===== config.mk =====
export PLATFORM = sky130hd
export DESIGN_NAME = trace_buffer
export DESIGN_NICKNAME = d
export VERILOG_FILES = /design/src/rtl/trace_buffer_pkg.sv /design/src/rtl/trace_trigger.sv /design/src/rtl/trace_buffer.sv
export SDC_FILE = /design/constraint.sdc
export NUM_CORES = 1
export LEC_CHECK = 0
export CORE_AREA = 2 2 295 355
export CTS_CLUSTER_DIAMETER = 60
export CTS_CLUSTER_SIZE = 10
export DETAILED_ROUTE_END_ITERATION = 12
export DIE_AREA = 0 0 297 357
export HOLD_SLACK_MARGIN = 0.03
export PLACE_DENSITY = 0.78
export RECOVER_POWER = 25
export SETUP_SLACK_MARGIN = 0.2
export SLEW_MARGIN = 25
export SYNTH_ARGS = -nofsm -noshare
export SYNTH_HDL_FRONTEND = slang
export SYNTH_HIERARCHICAL = 1
export SYNTH_SLANG_ARGS = --single-unit

===== constraint.sdc =====
create_clock -name clk -period 35.8 [get_ports clk]
set_input_delay 3.58 -clock clk [delete_from_list [all_inputs] [get_ports clk]]
set_output_delay 3.58 -clock clk [all_outputs]
set_load 0.05 [all_outputs]

===== src/rtl/trace_buffer_pkg.sv =====
// Shared types and helpers for the execution-trace capture buffer.
// Latency: n/a (types and constants only).
// Backpressure: n/a.
package trace_buffer_pkg;

    // Width of the per-entry cycle stamp.
    localparam int CYCLE_W = 32;

    typedef enum logic {
        CONT = 1'b0,
        TRIG = 1'b1
    } trace_mode_e;

    typedef enum logic [1:0] {
        IDLE  = 2'd0,
        ARMED = 2'd1,
        POST  = 2'd2,
        DRAIN = 2'd3
    } trace_state_e;

    // Entry layout: {cycle, ch[NUM_CH-1]..ch[0]}, each ch = {valid, pc, instr}.
    function automatic int trace_entry_w(input int num_ch, input int xlen);
        return CYCLE_W + num_ch * (1 + 2 * xlen);
    endfunction

endpackage


===== src/rtl/trace_trigger.sv =====
// Combinational trigger match on channel 0: external trigger or PC compare.
// Latency: 0 cycles (pure combinational).
// Backpressure: none; qualified by state/mode/enable in the parent.
// Ports: trig_pc_en_i/trig_pc_i/trig_ext_i trigger controls, ch0_valid_i/ch0_pc_i
//        channel 0 tap, match_o raw trigger condition.
module trace_trigger #(
    parameter int XLEN = 32
) (
    input  logic            trig_pc_en_i,
    input  logic [XLEN-1:0] trig_pc_i,
    input  logic            trig_ext_i,
    input  logic            ch0_valid_i,
    input  logic [XLEN-1:0] ch0_pc_i,
    output logic            match_o
);

    assign match_o = trig_ext_i | (trig_pc_en_i & ch0_valid_i & (ch0_pc_i == trig_pc_i));

endmodule


===== src/rtl/trace_buffer.sv =====
// Circular trace capture buffer with continuous / trigger-stop modes and a drain stream.
// Latency: write on the sampling edge; first drain beat valid in the first DRAIN cycle.
// Backpressure: out_data/out_last held while out_valid && !out_ready; 1 beat/cycle otherwise.
// Ports: clk/rst, capture controls (enable, mode, arm, stop, only_valid), stage taps
//        (cycle_count, ch_*), trigger inputs (trig_*), drain stream (out_*), status
//        (state, count, wrapped).
module trace_buffer
    import trace_buffer_pkg::*;
#(
    parameter int NUM_CH    = 1,
    parameter int XLEN      = 32,
    parameter int DEPTH     = 16,
    parameter int POST_TRIG = 8,
    parameter int ENTRY_W   = trace_entry_w(NUM_CH, XLEN)
) (
    input  logic                     clk,
    input  logic                     rst,
    input  logic                     enable,
    input  logic                     mode,
    input  logic                     arm,
    input  logic                     stop,
    input  logic                     only_valid,
    input  logic [31:0]              cycle_count,
    input  logic [NUM_CH-1:0]        ch_valid,
    input  logic [NUM_CH*XLEN-1:0]   ch_pc,
    input  logic [NUM_CH*XLEN-1:0]   ch_instr,
    input  logic                     trig_pc_en,
    input  logic [XLEN-1:0]          trig_pc,
    input  logic                     trig_ext,
    output logic                     out_valid,
    input  logic                     out_ready,
    output logic [ENTRY_W-1:0]       out_data,
    output logic                     out_last,
    output logic [1:0]               state,
    output logic [$clog2(DEPTH):0]   count,
    output logic                     wrapped
);

    localparam int PTR_W = $clog2(DEPTH);
    localparam int CNT_W = PTR_W + 1;
    localparam int CH_W  = 1 + 2 * XLEN;

    logic [ENTRY_W-1:0] mem_q [DEPTH];
    trace_state_e       state_q;
    trace_mode_e        mode_q;
    logic [PTR_W-1:0]   wr_ptr_q, rd_ptr_q;
    logic [CNT_W-1:0]   count_q, rd_left_q, post_left_q;
    logic               wrapped_q;

    logic [ENTRY_W-1:0] wr_entry;
    logic               trig_match, trig_hit, wr_en, beat_acc;
    logic [PTR_W-1:0]   wr_ptr_d;
    logic [CNT_W-1:0]   count_d;
    logic               wrapped_d;

    always_comb begin
        wr_entry = '0;
        wr_entry[ENTRY_W-1 -: CYCLE_W] = cycle_count;
        for (int i = 0; i < NUM_CH; i++) begin
            wr_entry[i*CH_W +: CH_W] = {ch_valid[i], ch_pc[i*XLEN +: XLEN], ch_instr[i*XLEN +: XLEN]};
        end
    end

    trace_trigger #(.XLEN(XLEN)) u_trigger (
        .trig_pc_en_i (trig_pc_en),
        .trig_pc_i    (trig_pc),
        .trig_ext_i   (trig_ext),
        .ch0_valid_i  (ch_valid[0]),
        .ch0_pc_i     (ch_pc[XLEN-1:0]),
        .match_o      (trig_match)
    );

    assign trig_hit = enable & (state_q == ARMED) & (mode_q == TRIG) & trig_match;
    // The trigger entry is stored even when only_valid would otherwise drop it.
    assign wr_en    = ((state_q == ARMED) | (state_q == POST)) & enable
                    & (~only_valid | (|ch_valid) | trig_hit);

    // Post-write pointer/count values; DRAIN setup needs them when the final
    // write and the state change share an edge.
    always_comb begin
        wr_ptr_d  = wr_ptr_q;
        count_d   = count_q;
        wrapped_d = wrapped_q;
        if (wr_en) begin
            wr_ptr_d = wr_ptr_q + 1'b1;
            if (count_q == CNT_W'(DEPTH)) begin
                wrapped_d = 1'b1;
            end else begin
                count_d = count_q + 1'b1;
            end
        end
    end

    assign out_valid = (state_q == DRAIN) && (rd_left_q != '0);
    assign out_last  = out_valid && (rd_left_q == CNT_W'(1));
    assign out_data  = out_valid ? mem_q[rd_ptr_q] : '0;
    assign beat_acc  = out_valid & out_ready;
    assign state     = state_q;
    assign count     = count_q;
    assign wrapped   = wrapped_q;

    always_ff @(posedge clk or posedge rst) begin
        if (rst) begin
            state_q     <= IDLE;
            mode_q      <= CONT;
            wr_ptr_q    <= '0;
            rd_ptr_q    <= '0;
            count_q     <= '0;
            rd_left_q   <= '0;
            post_left_q <= '0;
            wrapped_q   <= 1'b0;
        end else if (arm) begin
            state_q     <= ARMED;
            mode_q      <= trace_mode_e'(mode);
            wr_ptr_q    <= '0;
            count_q     <= '0;
            wrapped_q   <= 1'b0;
            rd_left_q   <= '0;
            post_left_q <= '0;
        end else begin
            wr_ptr_q  <= wr_ptr_d;
            count_q   <= count_d;
            wrapped_q <= wrapped_d;
            case (state_q)
                IDLE: ;
                ARMED: begin
                    if (trig_hit) begin
                        if (POST_TRIG == 1) begin
                            state_q   <= DRAIN;
                            rd_ptr_q  <= wrapped_d ? wr_ptr_d : '0;
                            rd_left_q <= count_d;
                        end else begin
                            state_q     <= POST;
                            post_left_q <= CNT_W'(POST_TRIG - 1);
                        end
                    end else if ((mode_q == CONT) && stop) begin
                        state_q   <= DRAIN;
                        rd_ptr_q  <= wrapped_d ? wr_ptr_d : '0;
                        rd_left_q <= count_d;
                    end
                end
                POST: begin
                    if (wr_en) begin
                        post_left_q <= post_left_q - 1'b1;
                        if (post_left_q == CNT_W'(1)) begin
                            state_q   <= DRAIN;
                            rd_ptr_q  <= wrapped_d ? wr_ptr_d : '0;
                            rd_left_q <= count_d;
                        end
                    end
                end
                DRAIN: begin
                    if (rd_left_q == '0) begin
                        state_q <= IDLE;
                    end else if (beat_acc) begin
                        rd_ptr_q  <= rd_ptr_q + 1'b1;
                        rd_left_q <= rd_left_q - 1'b1;
                        if (rd_left_q == CNT_W'(1)) begin
                            state_q <= IDLE;
                        end
                    end
                end
                default: ;
            endcase
        end
    end

    // Storage is not reset; wr_en is already low outside ARMED/POST.
    always_ff @(posedge clk) begin
        if (wr_en && !arm) begin
            mem_q[wr_ptr_q] <= wr_entry;
        end
    end

endmodule


==> flow_summary_export.csv, run 1 <==
group,metric,value,unit
sta,fmaxAchievable,93.46,MHz
clock_tree,clk_latency,0.78,ns
die,die_area,106000,um^2
detailed_routing,avgRoutedWirePerCell,35.13,um
detailed_routing,drtIter0Drc,4043,
clock_tree,postCtsResizedCells,0,
layout,drive_gt1_frac,0.2602,
die,start_util,0.5957,
die,fp-row-count,129,
synth,synth-main-ff-cell,"edfxtp_1",
die,ios,246,
sta,report.final.slew_viol_count,0,
place,detailed_place_hpwl,68620,um
clock_tree,cts_root_buf,"clkbuf_16",
global_route,grt_max_degree,111,
synth,synth_most_common_cell,"edfxtp_1",
synth,synth_edf_count,1552,
clock_tree,clk_pin_slew,0.06,ns
synth,yosysWarnings,6,
synth,syn_avg_cell_area,24.30,um^2
detailed_routing,vias,29070,
sta,finalHoldViolCount,0,
run_status,status,"finished clean",
detailed_routing,via_per_inst,6.802,
sta,period_needed,10.70,ns
hold_path,hold_class,"flip-flop to flip-flop",
power_and_ir_drop,p_per_area,65.32,nW/um^2
synth,syn-cell-area,61150,um^2
setup_path,critPathArrivalTime,7.12,ns
layout,stdcell_count,4273,
layout,syn_to_final_growth,14.40,%
clock_tree,h-tree-depth,4,
sta,finClkSkew,0.02387,ns
setup_path,cp-end-kind,"primary output",
place,placed_cells,4044,
sta,setup_viol,0,
sta,fin_crit_sh,0.2989,
synth,synthCells,2516,
sta,tns,0,ns
place,portBuffers,245,
global_route,antenna_found_initial,23,
layout,fin_nets,3003,
place,gp_congestion,0.7952,
clock_tree,cts_buffer_depth,3,
sta,tightest_slew,1.097,ns
synth,ys_seq_elements,1579,
die,die_h,357,um
setup_path,crit_type,"flip-flop to primary output",
sta,grt_setup_unrepaired,"no",
synth,ys_types,60,
clock_tree,cts_tree,"done",
die,core,102700,um^2
detailed_routing,drc,0,
detailed_routing,drt_pass1_iterations,5,
clock_tree,postCtsSetupRepairBufs,0,
global_route,grt_overflow,0,
setup_path,startpoint_type,"flip-flop",
setup_path,required,32.22,ns
synth,synth_common_cells,"edfxtp_1, mux4_2, and2_1, clkbuf_1, xnor2_1",
global_route,grt_pass1_wl,216500,um
global_route,track_usage,0.2877,
power_and_ir_drop,ir_drop,0.05822,mV
synth,ys_async_sr_fraction,0.01710,
detailed_routing,ant_nets,0,
synth,synth_top_cell_area_share,0.7621,
clock_tree,cts_sinks,1579,
clock_tree,cts_hold_buf,0,
synth,syn_nets,2669,
layout,fill_cells,5921,
detailed_routing,routed_wl,150100,um
synth,yosys.area.top_type,"edfxtp_1",
sta,relSlewSlack,0.2680,
clock_tree,numCtsBuffers,176,
power_and_ir_drop,p_leak,21.35,nW
job,max-cap-violations,0,
die,die_width,297,um
synth,ys_top_cells_by_area,"edfxtp_1, mux4_2, dfrtp_1",
global_route,grt_pass1_vias,30860,
setup_path,cp_max_fo,80,
synth,ys_seq_area_frac,0.7732,
[critical path, cell delays in order, from the launching register on]
cell	delay, ns
dfrtp_4	1.00
buf_6	0.64
buf_12	0.34
buf_16	0.48
buf_6	0.70
buf_4	0.83
mux4_2	0.64
mux4_2	0.49
and2_1	0.18
clkdlybuf4s50_1	0.76
[cell families (layout without fill, tap and decap cells)]
family | after synthesis | in the layout | share of synthesized area
flip-flops | 1579 | 1579 | 0.7732
AND/OR/NAND/NOR | 193 | 193 | 0.01880
XOR/XNOR | 37 | 37 | 0.005299
adder cells (fa/ha/maj) | 14 | 14 | 0.002865
other | 0 | 19 | 0
buffers and inverters | 151 | 514 | 0.01352
AO/OA/AOI/OAI | 51 | 51 | 0.006670
multiplexers | 491 | 491 | 0.1797
[worst paths after layout]
kind / startpoint / to / slack (ns) / depth (start not counted)
max: rd_ptr_q[0] / out_data[44] / 25.10 / 9
min: post_left_q[4] / post_left_q[4] / 0.54 / 2
max reg2reg: state[1] / mem_q[3][39] / 31.23 / 9
min reg2reg: post_left_q[4] / post_left_q[4] / 0.54 / 2
max in group asynchronous: rst / rd_ptr_q[0] / 31.48 / 2
min in group asynchronous: rst / rd_left_q[1] / 3.53 / 2
[per-stage QoR]
stage               area (um^2)    util  setup slack, ns  total power, mW  hold slack (ns)
global placement          65010  0.6333            25.38            2.993           0.4982
detailed placement        65040  0.6336            25.62            3.017           0.5240
finish                    69960  0.6815            25.10            4.569           0.5439
floorplan                 61150       -            19.92            2.768           0.4788
CTS                       69810  0.6800            24.74            4.587           0.5367
global route              69940  0.6813            24.50            4.691           0.5890
[cell usage in the layout, fill, tap and decap left out, types with 5 or more instances in the layout]
| cell type | Yosys | routed |
|---|---|---|
| ha_1 | 14 | 14 |
| edfxtp_1 | 1552 | 1552 |
| clkdlybuf4s50_1 | 0 | 191 |
| nand3_1 | 5 | 5 |
| a211o_1 | 5 | 5 |
| a211oi_1 | 7 | 7 |
| mux4_2 | 485 | 485 |
| inv_1 | 20 | 19 |
| and3_4 | 0 | 7 |
| dfrtp_1 | 27 | 23 |
| dlygate4sd3_1 | 0 | 54 |
| clkbuf_1 | 59 | 15 |
| nand2b_1 | 5 | 5 |
| buf_6 | 24 | 9 |
| buf_4 | 20 | 22 |
| nor2_1 | 22 | 21 |
| buf_12 | 0 | 6 |
| nand2_1 | 14 | 14 |
| xnor2_1 | 33 | 33 |
| clkbuf_16 | 0 | 180 |
| nand4_1 | 7 | 7 |
| diode_2 | 0 | 19 |
| and2_1 | 101 | 101 |
[report_power, final]
group | switching (mW) | internal [mW]
combinational | 0.466 | 0.410
sequential | 0.0494 | 2.07
clock | 0.676 | 0.900
[cell type report]
type | count | area (um^2) | share of cell area
diodes | 19 | 47.55 | 0.0006796
clock buffers | 196 | 4574 | 0.06539
clock inverters | 11 | 190.2 | 0.002719
inverters | 22 | 83.83 | 0.001198
multi-input cells | 786 | 13120 | 0.1876
flip-flops and latches | 1579 | 47300 | 0.6761
well taps | 1375 | 1720 | 0.02459
repair buffers | 285 | 2922 | 0.04176
[flip-flops by register name, indices dropped and copies added, names as in the netlist]
register / count
mem_q: 1552
count: 5
post_left_q: 5
rd_left_q: 5
wr_ptr_q: 4
state: 2
wrapped: 1
mode_q: 1
rd_ptr_q: 4
[per-layer routing]
layer,part of all wire,global-route usage,up-vias
met3,0.10,0.06608,293
li1,-,-,11390
met1,0.36,0.3796,15400
met5,0.00023,0,-
met2,0.51,0.4760,1980
met4,0.029,0.1103,6
(Power assumes the default switching activity.)
==> run 2, diff against run 1 <==
--- a/config.mk
+++ b/config.mk
@@ -5,13 +5,13 @@
 export SDC_FILE = /design/constraint.sdc
 export NUM_CORES = 1
 export LEC_CHECK = 0
-export CORE_AREA = 2 2 295 355
+export CORE_AREA = 2 2 308 371
 export CTS_CLUSTER_DIAMETER = 60
 export CTS_CLUSTER_SIZE = 10
 export DETAILED_ROUTE_END_ITERATION = 12
-export DIE_AREA = 0 0 297 357
+export DIE_AREA = 0 0 310 373
 export HOLD_SLACK_MARGIN = 0.03
-export PLACE_DENSITY = 0.78
+export PLACE_DENSITY = 0.76
 export RECOVER_POWER = 25
 export SETUP_SLACK_MARGIN = 0.2
 export SLEW_MARGIN = 25
==> constraint.sdc (replaced) <==
create_clock -name clk -period 8.6 [get_ports clk]
set_input_delay 0.86 -clock clk [delete_from_list [all_inputs] [get_ports clk]]
set_output_delay 0.86 -clock clk [all_outputs]
set_load 0.05 [all_outputs]
==> flow_summary_export.csv, run 2 (synthesis results as in run 1) <==
group,metric,value,unit
sta,tightest_slew,1.126,ns
global_route,antenna_found_initial,31,
power_and_ir_drop,p_sw_frac,0.2589,
sta,finClkSkew,0.02731,ns
die,fp-row-count,135,
setup_path,crit_slowest_cell,"and3_4",
place,gp_congestion,0.7801,
detailed_routing,ant_nets,0,
sta,period_needed,6.143,ns
layout,fin_area,70370,um^2
setup_path,critPathArrivalTime,6.58,ns
sta,grt_setup_unrepaired,"no",
sta,setup_viol,0,
layout,layout_commonest_cell,"edfxtp_1",
power_and_ir_drop,p_switching,4.912,mW
clock_tree,postCtsSetupRepairBufs,0,
place,detailed_place_hpwl,72680,um
clock_tree,numCtsBuffers,177,
place,dpl_cell_area,65500,um^2
layout,largest_register_ffs,1552,
setup_path,crit_top_cell,"nand4_1",
setup_path,timing.rr.start,"state[1]",
detailed_routing,via_per_inst,6.463,
die,die_area,115600,um^2
power_and_ir_drop,clkPwrFrac,0.345,
sta,setup_slack,2.457,ns
power_and_ir_drop,p_comb_frac,0.192,
setup_path,max_stage_delay,1.00,ns
sta,finalHoldViolCount,0,
run_status,status,"finished clean",
clock_tree,cts_tree,"done",
die,ios,246,
clock_tree,cts_buffer_depth,3,
power_and_ir_drop,p_leak,21.46,nW
clock_tree,cts_hold_buf,0,
detailed_routing,vias,28480,
clock_tree,clk_pin_slew,0.06,ns
sta,fin_crit_sh,0.7143,
setup_path,cp-end-kind,"flip-flop",
job,max-cap-violations,0,
sta,tns,0,ns
place,dp_slack,1.722,ns
power_and_ir_drop,p_per_area,269.6,nW/um^2
die,core,112200,um^2
hold_path,hold_class,"flip-flop to flip-flop",
layout,syn_to_final_growth,15.08,%
setup_path,cp_max_fo,46,
layout,most-common-layout-cells,"edfxtp_1, mux4_2, clkdlybuf4s50_1",
setup_path,crit_type,"input port to flip-flop",
detailed_routing,drtIter0Drc,3753,
layout,drive_gt1_frac,0.2638,
sta,hold_ws,0.5629,ns
setup_path,setup.worst_path.start,"ch_pc[23]",
detailed_routing,routed_wl,142300,um
setup_path,required,9.03,ns
detailed_routing,drt_pass1_iterations,7,
sta,report.final.slew_viol_count,0,
layout,fin_nets,3012,
clock_tree,h-tree-depth,4,
die,start_util,0.5452,
power_and_ir_drop,ir_drop,0.1965,mV
layout,regMostFlops,"mem_q",
detailed_routing,drc,0,
die,die_width,310,um
detailed_routing,avgRoutedWirePerCell,32.30,um
global_route,grt_max_degree,141,
clock_tree,cts_root_buf,"clkbuf_16",
hold_path,hold_start,"post_left_q[2]",
place,portBuffers,245,
global_route,track_usage,0.2526,
global_route,grt_overflow,0,
power_and_ir_drop,seqPwrFrac,0.463,
die,die_h,373,um
setup_path,startpoint_type,"input port",
power_and_ir_drop,intPower,14.06,mW
sta,fmaxAchievable,162.8,MHz
global_route,grt_pass1_vias,30650,
setup_path,cp_cell_sequence,"clkdlybuf4s50_1 -> xnor2_1 -> nand4_1 -> nor4_1 -> a31o_1 -> nand4_1 -> a21o_1 -> nor2_1 -> and3_4 -> buf_4",
clock_tree,cts_sinks,1579,
clock_tree,postCtsResizedCells,0,
sta,relSlewSlack,0.2487,
global_route,grt_pass1_wl,208300,um
clock_tree,clk_latency,0.79,ns
## run 2: cell count changes in the layout (fill, tap and decap cells not counted), moves of 2 or more
cell	previous run	this run
diode_2	19	7
clkbuf_16	180	177
buf_16	3	1
clkinv_8	4	1
inv_16	2	7
inv_6	2	6
buf_12	6	26
buf_6	9	0
clkinv_2	1	3
## run 2: area by class of cell
cell class	instances	area (um^2)
flip-flops and latches	1579	47300
fillers	7209	41780
multi-input cells	786	13130
clock buffers	191	4482
repair buffers	293	3158
well taps	1507	1886
clock inverters	21	320.3
inverters	22	83.83
diodes	7	17.52
## run 2: worst paths after layout
kind | endpoint | slack (ns) | depth (start not counted)
worst max-delay path | mem_q[2][6] | 2.46 | 10
max in group asynchronous | rd_ptr_q[3] | 6.98 | 2
worst min-delay path | post_left_q[2] | 0.56 | 1
min in group asynchronous | state[1] | 0.80 | 2
worst max register to register | mem_q[2][6] | 4.60 | 7
worst min register to register | post_left_q[2] | 0.56 | 1
## run 2: power by group through the flow
stage	sequential, mW	clock [mW]	combinational [mW]
after floorplan	8.83	0	2.70
after global placement	8.93	0	3.59
after detailed placement	8.95	0	3.65
after CTS	8.80	6.63	3.68
after global routing	8.79	6.90	3.87
final	8.78	6.54	3.65
## run 2: stage by stage
stage	util	total power [mW]	cells
5_1_grt	0.6274	19.56	4403
6_report	0.6275	18.97	4406
4_1_cts	0.6268	19.11	4397
2_1_floorplan	-	11.52	2516
3_5_place_dp	0.5840	12.60	4185
3_3_place_gp	0.5840	12.52	4185
## run 2: layer usage
metal / part of all wire / track usage / vias to the layer above
li1: - / - / 11390
met1: 0.37 / 0.3400 / 15180
met2: 0.51 / 0.4127 / 1646
met3: 0.099 / 0.06405 / 244
met4: 0.023 / 0.07183 / 16
met5: 0.00072 / 0 / -
## run 2: critical path: cells and delay by family
kind,cells,cell delay [ns]
simple gates,5,2.85
buf+inv,2,1.24
compound gates,2,0.92
xor+xnor,1,0.60
